File: src/rtl/adapter_ppfifo_2_axi_stream_wl.sv
`timescale 1ns/1ps
// ---------------------------------------------------------------------------
// adapter_ppfifo_2_axi_stream_wl
//
// Drains whole blocks from the read side of a Ping Pong FIFO and presents
// them as an AXI Stream master. The PPFIFO data arrives one cycle after each
// strobe. A two-entry output buffer with credit-based strobing absorbs that
// latency, so downstream backpressure never loses a word. While the consumer
// keeps ready high, one word leaves per clock.
//
// Handshake semantics (both sides):
//   AXI: a beat transfers on any rising edge where o_axi_valid && i_axi_ready.
//        Once o_axi_valid is high, it stays high and o_axi_data/o_axi_last
//        stay stable until that transfer. o_axi_valid is a pure register
//        decode and never depends combinationally on i_axi_ready.
//   PPFIFO: o_ppfifo_stb pops one word. That word is on i_ppfifo_data during
//        the next cycle. A strobe is only issued when the buffer is sure to
//        have room for the word: occupancy + in-flight - this-cycle pop < 2.
//
// Ports
//   i_axi_clk      sole clock, forwarded on o_ppfifo_clk
//   rst_n          asynchronous active-low reset
//   i_ppfifo_rdy   a filled block is available
//   o_ppfifo_act   block owned by this adapter (high from WAIT to RELEASE)
//   i_ppfifo_size  word count of the block, latched on activation
//   o_ppfifo_stb   pop one word (combinational)
//   i_ppfifo_data  read word, top bit is the sideband last flag
//   o_axi_valid / i_axi_ready / o_axi_data / o_axi_keep / o_axi_last
//                  AXI Stream master; keep is always all ones
//   dbg_state      current FSM state, for checkers
// ---------------------------------------------------------------------------
module adapter_ppfifo_2_axi_stream_wl #(
   parameter int DATA_WIDTH    = 32,
   parameter int STROBE_WIDTH  = DATA_WIDTH / 8,
   parameter bit LAST_ON_BLOCK = 1'b1,
   parameter bit USE_DATA_LAST = 1'b0
) (
   input  logic                    i_axi_clk,
   input  logic                    rst_n,
   output logic                    o_ppfifo_clk,
   input  logic                    i_ppfifo_rdy,
   output logic                    o_ppfifo_act,
   input  logic [23:0]             i_ppfifo_size,
   output logic                    o_ppfifo_stb,
   input  logic [DATA_WIDTH:0]     i_ppfifo_data,
   output logic                    o_axi_valid,
   input  logic                    i_axi_ready,
   output logic [DATA_WIDTH-1:0]   o_axi_data,
   output logic [STROBE_WIDTH-1:0] o_axi_keep,
   output logic                    o_axi_last,
   output logic [2:0]              dbg_state
);

   typedef enum logic [2:0] {
      ST_IDLE    = 3'd0,
      ST_WAIT    = 3'd1,
      ST_READ    = 3'd2,
      ST_DRAIN   = 3'd3,
      ST_RELEASE = 3'd4
   } state_t;

   state_t                state_q;
   state_t                state_d;
   logic [23:0]           r_size;
   logic [23:0]           r_count;
   logic                  inflight;       // strobe issued last cycle
   logic                  inflight_last;  // that strobe addressed the final index
   logic [1:0]            occ;
   logic [DATA_WIDTH-1:0] buf0_data;      // head entry
   logic [DATA_WIDTH-1:0] buf1_data;
   logic                  buf0_last;
   logic                  buf1_last;
   logic                  pop;
   logic                  stb;
   logic                  room;
   logic                  wr_last;
   logic [2:0]            pending;
   logic [23:0]           count_next;

   assign o_ppfifo_clk = i_axi_clk;
   assign o_axi_keep   = '1;
   assign o_ppfifo_act = (state_q != ST_IDLE);
   assign o_axi_valid  = (occ != 2'd0);
   assign o_axi_data   = buf0_data;
   assign o_axi_last   = buf0_last;
   assign dbg_state    = state_q;

   assign pop     = o_axi_valid & i_axi_ready;
   // Words already committed to the buffer: stored plus the one in flight.
   // A pop this cycle frees a slot before the strobed word can land.
   assign pending = {1'b0, occ} + {2'b00, inflight};
   assign room    = pending < (3'd2 + {2'b00, pop});
   assign stb     = (state_q == ST_READ) && (r_count < r_size) && room;
   assign o_ppfifo_stb = stb;

   assign count_next = r_count + {23'd0, stb};
   assign wr_last    = (LAST_ON_BLOCK && inflight_last) ||
                       (USE_DATA_LAST && i_ppfifo_data[DATA_WIDTH]);

   // Next-state logic
   always_comb begin
      state_d = state_q;
      case (state_q)
         ST_IDLE:    if (i_ppfifo_rdy) state_d = ST_WAIT;
         ST_WAIT:    state_d = (r_size != 24'd0) ? ST_READ : ST_RELEASE;
         ST_READ:    if (count_next == r_size) state_d = ST_DRAIN;
         ST_DRAIN:   if (!inflight && (occ == 2'd0)) state_d = ST_RELEASE;
         ST_RELEASE: state_d = ST_IDLE;
         default:    state_d = ST_IDLE;
      endcase
   end

   // State, block counters and strobe pipeline
   always_ff @(posedge i_axi_clk or negedge rst_n) begin
      if (!rst_n) begin
         state_q       <= ST_IDLE;
         r_size        <= '0;
         r_count       <= '0;
         inflight      <= 1'b0;
         inflight_last <= 1'b0;
      end else begin
         state_q  <= state_d;
         inflight <= stb;
         // r_size > 0 whenever stb is high, so r_size - 1 cannot wrap here.
         inflight_last <= stb && (r_count == (r_size - 24'd1));
         if ((state_q == ST_IDLE) && i_ppfifo_rdy) begin
            r_size  <= i_ppfifo_size;
            r_count <= '0;
         end else if (stb) begin
            r_count <= r_count + 24'd1;
         end
      end
   end

   // Two-entry output buffer; entry 0 is always the head presented on AXI.
   always_ff @(posedge i_axi_clk or negedge rst_n) begin
      if (!rst_n) begin
         occ       <= 2'd0;
         buf0_data <= '0;
         buf1_data <= '0;
         buf0_last <= 1'b0;
         buf1_last <= 1'b0;
      end else begin
         case ({inflight, pop})
            2'b10: begin
               if (occ == 2'd0) begin
                  buf0_data <= i_ppfifo_data[DATA_WIDTH-1:0];
                  buf0_last <= wr_last;
               end else begin
                  buf1_data <= i_ppfifo_data[DATA_WIDTH-1:0];
                  buf1_last <= wr_last;
               end
               occ <= occ + 2'd1;
            end
            2'b01: begin
               buf0_data <= buf1_data;
               buf0_last <= buf1_last;
               occ       <= occ - 2'd1;
            end
            2'b11: begin
               // Pop and write together: occupancy is unchanged.
               if (occ == 2'd1) begin
                  buf0_data <= i_ppfifo_data[DATA_WIDTH-1:0];
                  buf0_last <= wr_last;
               end else begin
                  buf0_data <= buf1_data;
                  buf0_last <= buf1_last;
                  buf1_data <= i_ppfifo_data[DATA_WIDTH-1:0];
                  buf1_last <= wr_last;
               end
            end
            default: begin
            end
         endcase
      end
   end

endmodule

File: config.mk
export PLATFORM = sky130hd
export DESIGN_NAME = adapter_ppfifo_2_axi_stream_wl
export DESIGN_NICKNAME = d
export VERILOG_FILES = /design/src/rtl/adapter_ppfifo_2_axi_stream_wl.sv
export SDC_FILE = /design/constraint.sdc
export NUM_CORES = 1
export LEC_CHECK = 0
export CORE_MARGIN = 2
export CORE_UTILIZATION = 60
export DETAILED_ROUTE_END_ITERATION = 8
export PLACE_DENSITY = 0.88
export SYNTH_ARGS = -nofsm -noshare
export SYNTH_HDL_FRONTEND = slang
export SYNTH_SLANG_ARGS = --single-unit
File: constraint.sdc
create_clock -name i_axi_clk -period 8.4 [get_ports i_axi_clk]
set_input_delay 1.68 -clock i_axi_clk [delete_from_list [all_inputs] [get_ports i_axi_clk]]
set_output_delay 1.68 -clock i_axi_clk [all_outputs]
set_load 0.05 [all_outputs]
==> impl_metrics.yaml <==
worst_setup_path:
  critPathArrivalTime_ns: 5.13
  max_stage_delay_ns: 0.69
  cpMostUsedCell: "clkbuf_16"
  path_delay_family: "buffers and inverters"
  worstReg2RegStart: "r_size[1]"
  cp-start-kind: "clock port"
  path_max_fanout: 2
  crit_path_cell_trace: "clkbuf_16, clkbuf_16, clkdlybuf4s50_1"
  critPathLaunch: "i_axi_clk"
  required_ns: 6.72
  crit_type: "clk2out"
  path_buf_inv: 3
  critPathSlowestCell: "clkdlybuf4s50_1"
  crit_path_end_kind: "output port"
timing:
  tns_ns: 0
  rsz0062_at_grt: "no"
  timing.slew.headroom_pct: 21.8
  worst_slew_pin_slew_ns: 1.17
  setup_viol: 0
  finalHoldViolCount: 0
  setup_ws_ns: 1.59
  finalMaxSlewViolations: 0
  clock_skew_ns: 0.00899
drt:
  dr.pass1.iters: 5
  wl_microns: 20800
  wl_per_cell_microns: 20.5
  viasPerCell: 6.35
  detail-route-antenna-nets: 0
  drc: 0
  drtIter0Drc: 702
  vias: 6446
global_routing:
  grt_usage_pct: 33.8
  overflow: 0
  antenna_found_initial: 0
  grt_pass1_vias: 6600
  grt_start_max_net_pins: 72
  grt_pass1_wl_microns: 33700
run:
  maxCapViolations: 0
logic_synthesis:
  synthFlopType: "dfrtp_1"
  synth_fa_ha_area_share_pct: 6.05
  synthMuxAreaShare_pct: 5.41
  avgSynthCellArea_sq_um: 9.28
  async_flop_share_pct: 100
  synth_cell_types: 64
  synth_edf_count: 0
  yosysMostFrequentCell: "dfrtp_1"
  synthSimpleGateAreaFrac_pct: 18.7
  synth_top_cell_by_area: "dfrtp_1"
  synth_top_family_by_area: "simple AND/OR/NAND/NOR gates"
  synth-xor-area-share_pct: 7.50
  synthTopCellsByArea: "dfrtp_1 42%, ha_1 6.0%, xnor2_1 5.8%, mux2_2 5.1%, nand2_1 4.9%"
  synth_top_area_share_pct: 41.8
  synth_area_sq_um: 7240
  ys_ff_latch: 121
  synth_commonest_cells: "121 x dfrtp_1, 95 x nand2_1, 70 x o21ai_0"
  yosysSeqAreaShare_pct: 41.8
  ys_warn_count: 0
  synthCells: 780
  synth-compound-area-share_pct: 15.3
power_and_ir_drop:
  leakage_nw: 3.68
  power_mw: 3.51
  power.density_nw_per_um2: 393
  vdd_drop_max_mv: 0.312
placed_design:
  port-buffer-count: 99
  dp_hpwl_microns: 14300
  place_area_sq_um: 8260
  place_congestion: 0.921
  pre_cts_ws_ns: 1.85
final_layout:
  fillers: 841
  drive_above_1_share_pct: 10.7
  syn_to_final_growth_pct: 23.4
  diodes: 0
  fin_util_pct: 75.0
  final_nets: 953
  final_area_sq_um: 8930
clocking:
  clk_pin_slew_worst_paths_ns: 0.06
  tritoncts: "built"
  ctsResizeCount: 0
  clk_latency_ns: 0.55
  cts_hold_buffers: 0
  post_cts_buffers: 0
die:
  die-area_sq_um: 13000
  initial_core_util_pct: 60.8
  io_pins: 105
  core_area_sq_um: 11900
  core.rowCount: 40
  fp.dieH_microns: 114
  die_w_microns: 114
min_path:
  hp-class: "reg2reg"
  min_from: "o_axi_data[4]"
run_status:
  status: "complete, no violations"
## flip-flops by register name, indices dropped and copies added, names as in the netlist
name	count
occ	2
r_size	24
buf1_last	1
o_axi_data	32
inflight_last	1
inflight	1
buf1_data	32
dbg_state	3
o_axi_last	1
r_count	24
## worst paths after layout
| check | endpoint | slack (ns) | depth (start not counted) |
|---|---|---|---|
| min in group asynchronous | o_axi_data[5] | 1.24 | 1 |
| worst min register to register | o_axi_data[4] | 0.48 | 2 |
| worst min-delay path | o_axi_data[4] | 0.48 | 2 |
| worst max-delay path | o_ppfifo_clk | 1.59 | 3 |
| worst max register to register | dbg_state[0] | 3.30 | 18 |
| max in group asynchronous | r_count[22] | 5.90 | 2 |
## through the flow
stage / hold WS [ns] / cells
finish: 0.481 / 1015
global placement: 0.461 / 982
CTS: 0.486 / 1015
floorplan: 0.476 / 783
detailed placement: 0.473 / 982
global route: 0.504 / 1015
## layer usage
metal | wire [microns] | vias to the layer above | track usage, %
li1 | - | 2937 | -
met1 | 8500 | 3148 | 42.0
met2 | 10300 | 304 | 56.1
met3 | 1450 | 57 | 10.1
met4 | 486 | 0 | 12.2
met5 | 0 | - | 0
## power by group
part | leakage [nW] | switching (mW) | internal, mW | total (mW)
Combinational | 1.84 | 1.01 | 0.609 | 1.62
Sequential | 1.52 | 0.227 | 0.815 | 1.04
Clock | 0.322 | 0.306 | 0.548 | 0.854
## cells by family (layout without fill, tap and decap cells)
family	count (synthesis)	after routing
adder cells (fa/ha/maj)	35	35
other	1	4
AND/OR/NAND/NOR	261	261
multiplexers	35	35
buffers and inverters	90	175
XOR/XNOR	62	62
AO/OA/AOI/OAI	175	175
flip-flops	121	121
## cell type report
type | instances | area, sq um | area share [%]
Tap cell | 147 | 184 | 2.06
Timing Repair Buffer | 104 | 1020 | 11.5
Sequential cell | 121 | 3030 | 33.9
Clock inverter | 10 | 143 | 1.60
Inverter | 37 | 139 | 1.55
Clock buffer | 24 | 542 | 6.06
Multi-Input combinational cell | 572 | 3880 | 43.4
## cell usage in the layout (no fill, tap or decap), types with 4 or more instances in the layout
cell             count
or4_1                6
buf_4                7
nor4_1               8
dfrtp_1            121
mux2_2              33
a21oi_1             20
xor2_1              14
clkbuf_16           20
clkinvlp_4           4
xnor2_1             48
a21o_1               6
ha_1                35
o211ai_1             4
or3_1                8
a22oi_1             34
a31oi_1              6
nor2_1              33
nand3_1             20
and3_1               6
a211oi_1             5
nor3_1              33
nand2_1             95
inv_1               37
clkdlybuf4s50_1     98
o21ai_0             70
conb_1               4
nand4_1             14
o31ai_1              6
## worst reg2reg max path, stage by stage (launching register included)
cell and delay (ns):
dfrtp_1 0.44, inv_1 0.12, ha_1 0.31, nor2b_1 0.14, o21a_1 0.16, o21ai_0 0.18
a2111oi_0 0.19, o41a_1 0.41, buf_4 0.22, nor2_1 0.57, ha_1 0.29, nand2_1 0.23
nor4_1 0.40, xor2_1 0.20, o2111ai_1 0.15, or3_1 0.35, nor4_1 0.20, nand4_1 0.17
a221oi_1 0.26
(Power assumes the default switching activity.)
